$ cat src/rtl/instruction_fetch_stage.sv
// Fetch stage with IF/ID register: issues word fetches over a req/ready handshake,
// absorbs wait states, downstream stalls and branch redirects, and feeds decode.
module instruction_fetch_stage #(
  parameter logic [31:0] RESET_PC = 32'h00000000
) (
  input  logic        clk,
  input  logic        rst,
  output logic        imem_req,
  output logic [31:0] imem_addr,
  input  logic        imem_ready,
  input  logic [31:0] imem_rdata,
  input  logic        stall,
  input  logic        branch_taken,
  input  logic [31:0] branch_target,
  output logic        if_id_valid,
  output logic [31:0] if_id_instr,
  output logic [5:0]  if_id_op,
  output logic [31:0] if_id_pc_plus4
);

  typedef enum logic [1:0] {IDLE, FETCH, KILL, BUFFER} stateT;

  function automatic logic [31:0] pcPlus4(input logic [31:0] a);
    return a + 32'd4;
  endfunction

  function automatic logic [31:0] alignAddr(input logic [31:0] a);
    return a & 32'hFFFF_FFFC;
  endfunction

  stateT       state, stateNext;
  logic [31:0] pc, pcNext;
  logic [31:0] redirectPc, redirectNext;
  logic [31:0] bufWord, bufNext;
  logic        idLoad, idBubble;
  logic [31:0] idInstrNext, idPc4Next;
  logic [31:0] targetAligned;

  assign targetAligned = alignAddr(branch_target);
  assign imem_req      = (state == FETCH) || (state == KILL);
  assign imem_addr     = pc;
  assign if_id_op      = if_id_instr[31:26];

  always_comb begin
    stateNext    = state;
    pcNext       = pc;
    redirectNext = redirectPc;
    bufNext      = bufWord;
    idLoad       = 1'b0;
    // Flush beats stall; otherwise any unstalled cycle without a load is a bubble.
    idBubble     = branch_taken || !stall;
    idInstrNext  = imem_rdata;
    idPc4Next    = pcPlus4(pc);
    case (state)
      IDLE: begin
        stateNext = FETCH;
        if (branch_taken) pcNext = targetAligned;
      end
      FETCH: begin
        if (branch_taken) begin
          if (imem_ready) begin
            pcNext = targetAligned;
          end else begin
            redirectNext = targetAligned;
            stateNext    = KILL;
          end
        end else if (imem_ready) begin
          pcNext = pcPlus4(pc);
          if (!stall) begin
            idLoad = 1'b1;
          end else begin
            bufNext   = imem_rdata;
            stateNext = BUFFER;
          end
        end
      end
      KILL: begin
        // The in-flight word is thrown away; a newer branch replaces the pending target.
        if (branch_taken) redirectNext = targetAligned;
        if (imem_ready) begin
          pcNext    = branch_taken ? targetAligned : redirectPc;
          stateNext = FETCH;
        end
      end
      BUFFER: begin
        if (branch_taken) begin
          pcNext    = targetAligned;
          bufNext   = 32'h0;
          stateNext = FETCH;
        end else if (!stall) begin
          idLoad      = 1'b1;
          idInstrNext = bufWord;
          idPc4Next   = pc;
          stateNext   = FETCH;
        end
      end
      default: stateNext = IDLE;
    endcase
  end

  always_ff @(posedge clk or posedge rst) begin
    if (rst) begin
      state          <= IDLE;
      pc             <= alignAddr(RESET_PC);
      redirectPc     <= 32'h0;
      bufWord        <= 32'h0;
      if_id_valid    <= 1'b0;
      if_id_instr    <= 32'h0;
      if_id_pc_plus4 <= 32'h0;
    end else begin
      state      <= stateNext;
      pc         <= pcNext;
      redirectPc <= redirectNext;
      bufWord    <= bufNext;
      if (idLoad) begin
        if_id_valid    <= 1'b1;
        if_id_instr    <= idInstrNext;
        if_id_pc_plus4 <= idPc4Next;
      end else if (idBubble) begin
        if_id_valid <= 1'b0;
        if_id_instr <= 32'h0;
      end
    end
  end

endmodule

$ cat config.mk
export PLATFORM = sky130hd
export DESIGN_NAME = instruction_fetch_stage
export DESIGN_NICKNAME = d
export VERILOG_FILES = /design/src/rtl/instruction_fetch_stage.sv
export SDC_FILE = /design/constraint.sdc
export NUM_CORES = 1
export LEC_CHECK = 0
export ABC_AREA = 1
export CAP_MARGIN = 20
export CORE_ASPECT_RATIO = 1.4
export CORE_UTILIZATION = 35
export DETAILED_ROUTE_END_ITERATION = 10
export PLACE_DENSITY_LB_ADDON = 0.3
export SLEW_MARGIN = 40
export SYNTH_ARGS = -nofsm -noshare
export SYNTH_HDL_FRONTEND = slang
export SYNTH_SLANG_ARGS = --single-unit
export TNS_END_PERCENT = 5
$ cat constraint.sdc
create_clock -name clk -period 5.4 [get_ports clk]
set_input_delay 0.81 -clock clk [delete_from_list [all_inputs] [get_ports clk]]
set_output_delay 0.81 -clock clk [all_outputs]
set_load 0.05 [all_outputs]
==> impl_metrics.env, run 1 <==
export IMPL_antenna_found_initial=1
export IMPL_portBuffers=170
export IMPL_hp_start="if_id_pc_plus4[21]"
export IMPL_ant_nets=0
export IMPL_yosysSeqAreaShare_pct=44.1
export IMPL_fin_crit_sh_pct=61.8
export IMPL_wl_met1_um=12200
export IMPL_gr_usage_all_layers_pct=22.8
export IMPL_leakagePower_nw=5.08
export IMPL_grt_pass1_wl_um=47700
export IMPL_io_pins=173
export IMPL_crit_required_ns=5.71
export IMPL_cts_buffers=17
export IMPL_relSlewSlack_pct=47.4
export IMPL_place_inst=1678
export IMPL_yosysTopAreaCell="dfrtp_1"
export IMPL_via_count=9127
export IMPL_syn_to_final_growth_pct=25.7
export IMPL_wl_per_cell_um=17.5
export IMPL_syn_nets=1329
export IMPL_synth_top_area_share_pct=44.1
export IMPL_setup_viol=0
export IMPL_post_cts_buffers=0
export IMPL_worstSkewPairLatency_ns=0.43
export IMPL_r2r_start="state[0]"
export IMPL_worstPathMaxFanout=55
export IMPL_crit_start="state[0]"
export IMPL_met3WireLength_um=1520
export IMPL_die_h_um=194
export IMPL_cts_resized=0
export IMPL_via_per_inst=5.35
export IMPL_fin_crit_ns=3.34
export IMPL_clock_skew_ns=0.00757
export IMPL_fin_nets=1447
export IMPL_grt_max_degree=87
export IMPL_synth_cell_types=29
export IMPL_worst_pin_slew_ns=0.787
export IMPL_netlist_area_sq_mm=0.00924
export IMPL_drive_above_1_share_pct=5.14
export IMPL_drtIter0Drc=588
export IMPL_top_layer_used="met4"
export IMPL_final_common_cell="nand2_1"
export IMPL_overflow=0
export IMPL_htreeDepth=4
export IMPL_wirelength_um=29900
export IMPL_die_w_um=139
export IMPL_cp_start_kind="flop"
export IMPL_path_class="flop to flop"
export IMPL_hold_path_class="flop to flop"
export IMPL_place_area_sq_mm=0.0111
export IMPL_fmax_mhz=300
export IMPL_fin_tns_setup_ns=0
export IMPL_rows=70
export IMPL_route_detailed_drc=0
export IMPL_final_area_sq_mm=0.0116
export IMPL_dieArea_sq_mm=0.0271
export IMPL_syn_inst=1256
export IMPL_clock_path_buffers=2
export IMPL_synth_area_top_cells="dfrtp_1 (44%), nand2_1 (11%), o21ai_0 (7.0%), nand3_1 (5.5%), nor2_1 (4.9%)"
export IMPL_finalNonFillerCells=1707
export IMPL_drv_cap=0
export IMPL_status="complete, no violations"
export IMPL_rsz0062_at_grt="false"
export IMPL_syn_avg_cell_area_sq_um=7.36
export IMPL_grt_pass1_vias=8761
export IMPL_final_cell_mix="nand2_1 (277), clkdlybuf4s50_1 (168), dfrtp_1 (163)"
export IMPL_vdd_drop_max_mv=0.334
export IMPL_cts_tree="yes"
export IMPL_p_per_area_mw_per_mm2=625
export IMPL_hold_viol=0
export IMPL_gp_congestion=0.873
export IMPL_hold_buffers=0
export IMPL_ys_warn_count=0
export IMPL_clockRootBuffer="clkbuf_16"
export IMPL_dpl_hpwl_um=20000
export IMPL_cp_end_kind="flop"
export IMPL_firstDrtPassIters=5
export IMPL_clk_pin_slew_ns=0.06
export IMPL_core_sq_mm=0.0260
export IMPL_start_util_pct=35.5
export IMPL_slew_violations=0
export IMPL_dr_wl_met2_um=14900
export IMPL_ys_ff_latch=163
export IMPL_clock_sinks=163
export IMPL_crit_arrival_ns=3.64
[synthesized netlist by cell type]
cell type and instances:
nand2_1 278, dfrtp_1 163, o21ai_0 130, nor2_1 120, nand3_1 102, inv_1 97
a21oi_1 81, o21ai_1 56, buf_2 42, o211ai_1 38, a31oi_1 28, clkbuf_1 28
a22oi_1 18, buf_4 13, or2_1 12, inv_2 10, xor2_1 10, nor2_4 5
buf_1 4, ha_1 4, nand2_2 4, nor2_2 3, a22o_1 2, o21ai_2 2
o22ai_1 2, nand4_1 1, o221ai_1 1, o22ai_2 1, xnor2_1 1
[where the power goes]
group | leakage [nW] | internal [mW] | switching [mW]
Clock | 0.263 | 0.676 | 0.489
Combinational | 2.77 | 1.23 | 2.75
Sequential | 2.05 | 1.72 | 0.390
[metal layers]
layer,GRT usage (%),up-vias
met5,0,-
met4,11.5,0
met3,3.75,48
met2,39.0,292
met1,27.4,4353
li1,-,4434
[state kept, by name (all words and copies together) (netlist names)]
name            flops
state               2
if_id_instr        32
imem_addr          32
if_id_pc_plus4     32
bufWord            32
if_id_valid         1
redirectPc         32
[worst max-delay path: stages (launching register included)]
cell and delay, ns:
dfrtp_1 0.39, ha_2 0.18, buf_4 0.52, inv_2 0.32, nor2_1 0.68, inv_2 0.28
nand2_1 0.18, nor2_4 0.14, buf_4 0.27, o211ai_1 0.12, o21ai_1 0.09
[kinds of logic (layout without fill, tap and decap cells)]
logic type / Yosys count / after routing / synth area share (%)
AND/OR/NAND/NOR: 525 / 525 / 23.7
AO/OA/AOI/OAI: 359 / 359 / 21.6
buffers and inverters: 194 / 320 / 8.98
flip-flops: 163 / 163 / 44.1
XOR/XNOR: 11 / 11 / 1.04
adder cells (fa/ha/maj): 4 / 4 / 0.542
other: 0 / 1 / 0
[path summary, 6_finish.rpt]
path                                      end  slack (ns)  cells past startpoint
max in group asynchronous  if_id_pc_plus4[16]        3.66                      3
max                                bufWord[7]        2.06                     10
min in group asynchronous     if_id_instr[25]        0.83                      2
min reg2reg                if_id_pc_plus4[21]        0.47                      2
min                        if_id_pc_plus4[21]        0.47                      2
max reg2reg                        bufWord[7]        2.06                     10
[final cells by class]
cell class | count | area, sq um
inverter | 107 | 409
antenna | 1 | 2.50
timing repair buffer | 186 | 1830
sequential | 163 | 4080
tap | 324 | 405
multi-input combinational | 899 | 4350
fill | 2611 | 14400
clock buffer | 20 | 447
clock inverter | 7 | 87.6
[through the flow]
stage,power [mW],setup WS (ns),hold slack (ns),utilization (%)
after floorplan,4.80,0.185,0.501,-
after global placement,6.02,1.98,0.462,42.5
after detailed placement,6.09,1.99,0.464,42.5
after CTS,7.29,1.96,0.481,44.5
after global routing,7.74,1.74,0.490,44.6
final,7.25,2.06,0.475,44.6
(Power assumes the default switching activity.)
==> run 2: changes to the inputs <==
==> constraint.sdc (replaced) <==
create_clock -name clk -period 2.8 [get_ports clk]
set_input_delay 0.42 -clock clk [delete_from_list [all_inputs] [get_ports clk]]
set_output_delay 0.42 -clock clk [all_outputs]
set_load 0.05 [all_outputs]
==> run 2 against run 1 <==
The flow now finishes with violations (DRC). Utilization increased by 0.65 points. First-iteration DRC count rose by 8.0%. Routed wire length about the same. Count of clock-buffer cells in the layout decreased by 1. Maximum frequency is 41% higher. Sequential share of layout area fell by 0.50 points. Critical path depth unchanged. Combinational power is 95% higher. Sequential cell count unchanged. Hold slack got worse by 0.077 ns. Global-route usage rose by 0.11 points. Sequential power grew 92%.
==> impl_metrics.env, run 2 (same netlist as run 1, synthesis figures left out) <==
export IMPL_status="complete, but fails checks"
export IMPL_violations="DRC"
export IMPL_fin_nets=1455
export IMPL_drtIter0Drc=635
export IMPL_die_h_um=194
export IMPL_ant_nets=0
export IMPL_post_cts_buffers=0
export IMPL_via_per_inst=5.31
export IMPL_cp_end_kind="flop"
export IMPL_p_int_mw=7.22
export IMPL_setup_viol=0
export IMPL_gp_congestion=0.862
export IMPL_clock_path_buffers=2
export IMPL_drv_cap=0
export IMPL_final_common_cell="nand2_1"
export IMPL_p_switching_mw=7.16
export IMPL_fin_tns_setup_ns=0
export IMPL_slew_violations=0
export IMPL_finalNonFillerCells=1720
export IMPL_syn_to_final_growth_pct=27.5
export IMPL_combPwrFrac_pct=54.1
export IMPL_overflow=0
export IMPL_dpl_hpwl_um=20500
export IMPL_rsz0062_at_grt="false"
export IMPL_worst_pin_slew_ns=0.705
export IMPL_start_util_pct=35.5
export IMPL_leakagePower_nw=5.15
export IMPL_clockRootBuffer="clkbuf_16"
export IMPL_hold_viol=0
export IMPL_rows=70
export IMPL_clk_pin_slew_ns=0.07
export IMPL_die_w_um=139
export IMPL_path_class="flop to flop"
export IMPL_cts_buffers=17
export IMPL_crit_arrival_ns=2.71
export IMPL_wirelength_um=29900
export IMPL_grt_pass1_vias=8809
export IMPL_grt_pass1_wl_um=48100
export IMPL_drive_above_1_share_pct=6.24
export IMPL_clkPwrFrac_pct=17.7
export IMPL_dieArea_sq_mm=0.0271
export IMPL_fmax_mhz=424
export IMPL_swShare_pct=49.8
export IMPL_final_cell_mix="nand2_1 (277), clkdlybuf4s50_1 (167), dfrtp_1 (163)"
export IMPL_antenna_found_initial=1
export IMPL_hold_buffers=0
export IMPL_cts_tree="yes"
export IMPL_grt_max_degree=77
export IMPL_fin_crit_ns=2.36
export IMPL_seqPwrFrac_pct=28.2
export IMPL_wl_per_cell_um=17.4
export IMPL_dr_wl_met2_um=14300
export IMPL_core_sq_mm=0.0260
export IMPL_relSlewSlack_pct=52.9
export IMPL_portBuffers=170
export IMPL_via_count=9130
export IMPL_cp_slowest_cell="dfrtp_1"
export IMPL_hold_path_class="primary input to flop"
export IMPL_vdd_drop_max_mv=0.598
export IMPL_firstDrtPassIters=8
export IMPL_clock_sinks=163
export IMPL_crit_required_ns=3.15
export IMPL_route_detailed_drc=1
export IMPL_io_pins=173
export IMPL_worstSkewPairLatency_ns=0.44
export IMPL_wl_met1_um=12100
export IMPL_path_cells="ha_2 > inv_2 > nor2_1 > buf_4 > inv_2 > nand2_1 > nor2_4 > buf_12 > nand2_1 > a22oi_1"
export IMPL_clock_skew_ns=0.0136
export IMPL_utilization_pct=45.3
export IMPL_place_inst=1687
export IMPL_top_layer_used="met4"
export IMPL_p_per_area_mw_per_mm2=1220
export IMPL_cts_resized=0
export IMPL_fin_crit_sh_pct=84.2
export IMPL_worstPathMaxFanout=63
export IMPL_cp_start_kind="flop"
export IMPL_htreeDepth=4
export IMPL_met3WireLength_um=1330
export IMPL_gr_usage_all_layers_pct=22.9
export IMPL_critPathMaxStageDelay_ns=0.41
==> run 2: cell types whose count changed in the layout (fill, tap and decap cells not counted), moves of 2 or more <==
cell,delta
clkbuf_1,-2
clkinvlp_4,+5
buf_12,+3
buf_4,+7
clkinv_2,-4
inv_6,+5
==> run 2: power by group through the flow <==
stage / registers [mW] / logic, mW / clock network (mW)
floorplan: 5.57 / 3.68 / 0
global placement: 4.05 / 7.66 / 0
detailed placement: 4.08 / 7.80 / 0
CTS: 4.05 / 7.82 / 2.60
global route: 4.18 / 8.44 / 2.69
finish: 4.05 / 7.78 / 2.54
==> run 2: per-stage QoR <==
stage | power, mW | instance area, sq um | setup WS, ns | hold slack, ns
2_1_floorplan | 9.26 | 9250 | 0.309 | 0.501
3_5_place_dp | 11.9 | 11200 | 0.362 | 0.467
5_1_grt | 15.3 | 11800 | 0.116 | 0.385
3_3_place_gp | 11.7 | 11200 | 0.396 | 0.464
4_1_cts | 14.5 | 11800 | 0.358 | 0.376
6_report | 14.4 | 11800 | 0.441 | 0.398
==> run 2: final cells by class <==
class,instances,area [sq um]
antenna,1,2.50
clock buffer,19,453
clock inverter,13,171
fill,2626,14200
inverter,107,405
multi-input combinational,899,4350
sequential,163,4080
tap,324,405
timing repair buffer,194,1920
==> run 2: final timing paths <==
path                                         start                  to  slack (ns)  depth (start not counted)
worst max-delay path                      state[0]          bufWord[0]        0.44                         10
worst min-delay path                         stall     if_id_instr[27]        0.40                          3
worst max register to register            state[0]          bufWord[0]        0.44                         10
worst min register to register  if_id_pc_plus4[22]  if_id_pc_plus4[22]        0.48                          2
max in group asynchronous                      rst       redirectPc[4]        1.94                          3
min in group asynchronous                      rst       imem_addr[25]        0.45                          3
==> run 2: worst max-delay path, delay by kind of cell (launching register included) <==
family / cells / cell delay [ns]
buffers and inverters: 4 / 0.86
DFF: 1 / 0.41
and+or+nand+nor: 4 / 0.44
adders and majority gates: 1 / 0.38
AOI/OAI and AO/OA: 1 / 0.17
==> run 2: layer usage <==
layer	up-vias	global-route usage [%]
met4	0	16.9
met5	-	0
met1	4341	27.2
met2	264	37.1
met3	75	4.00
li1	4450	-
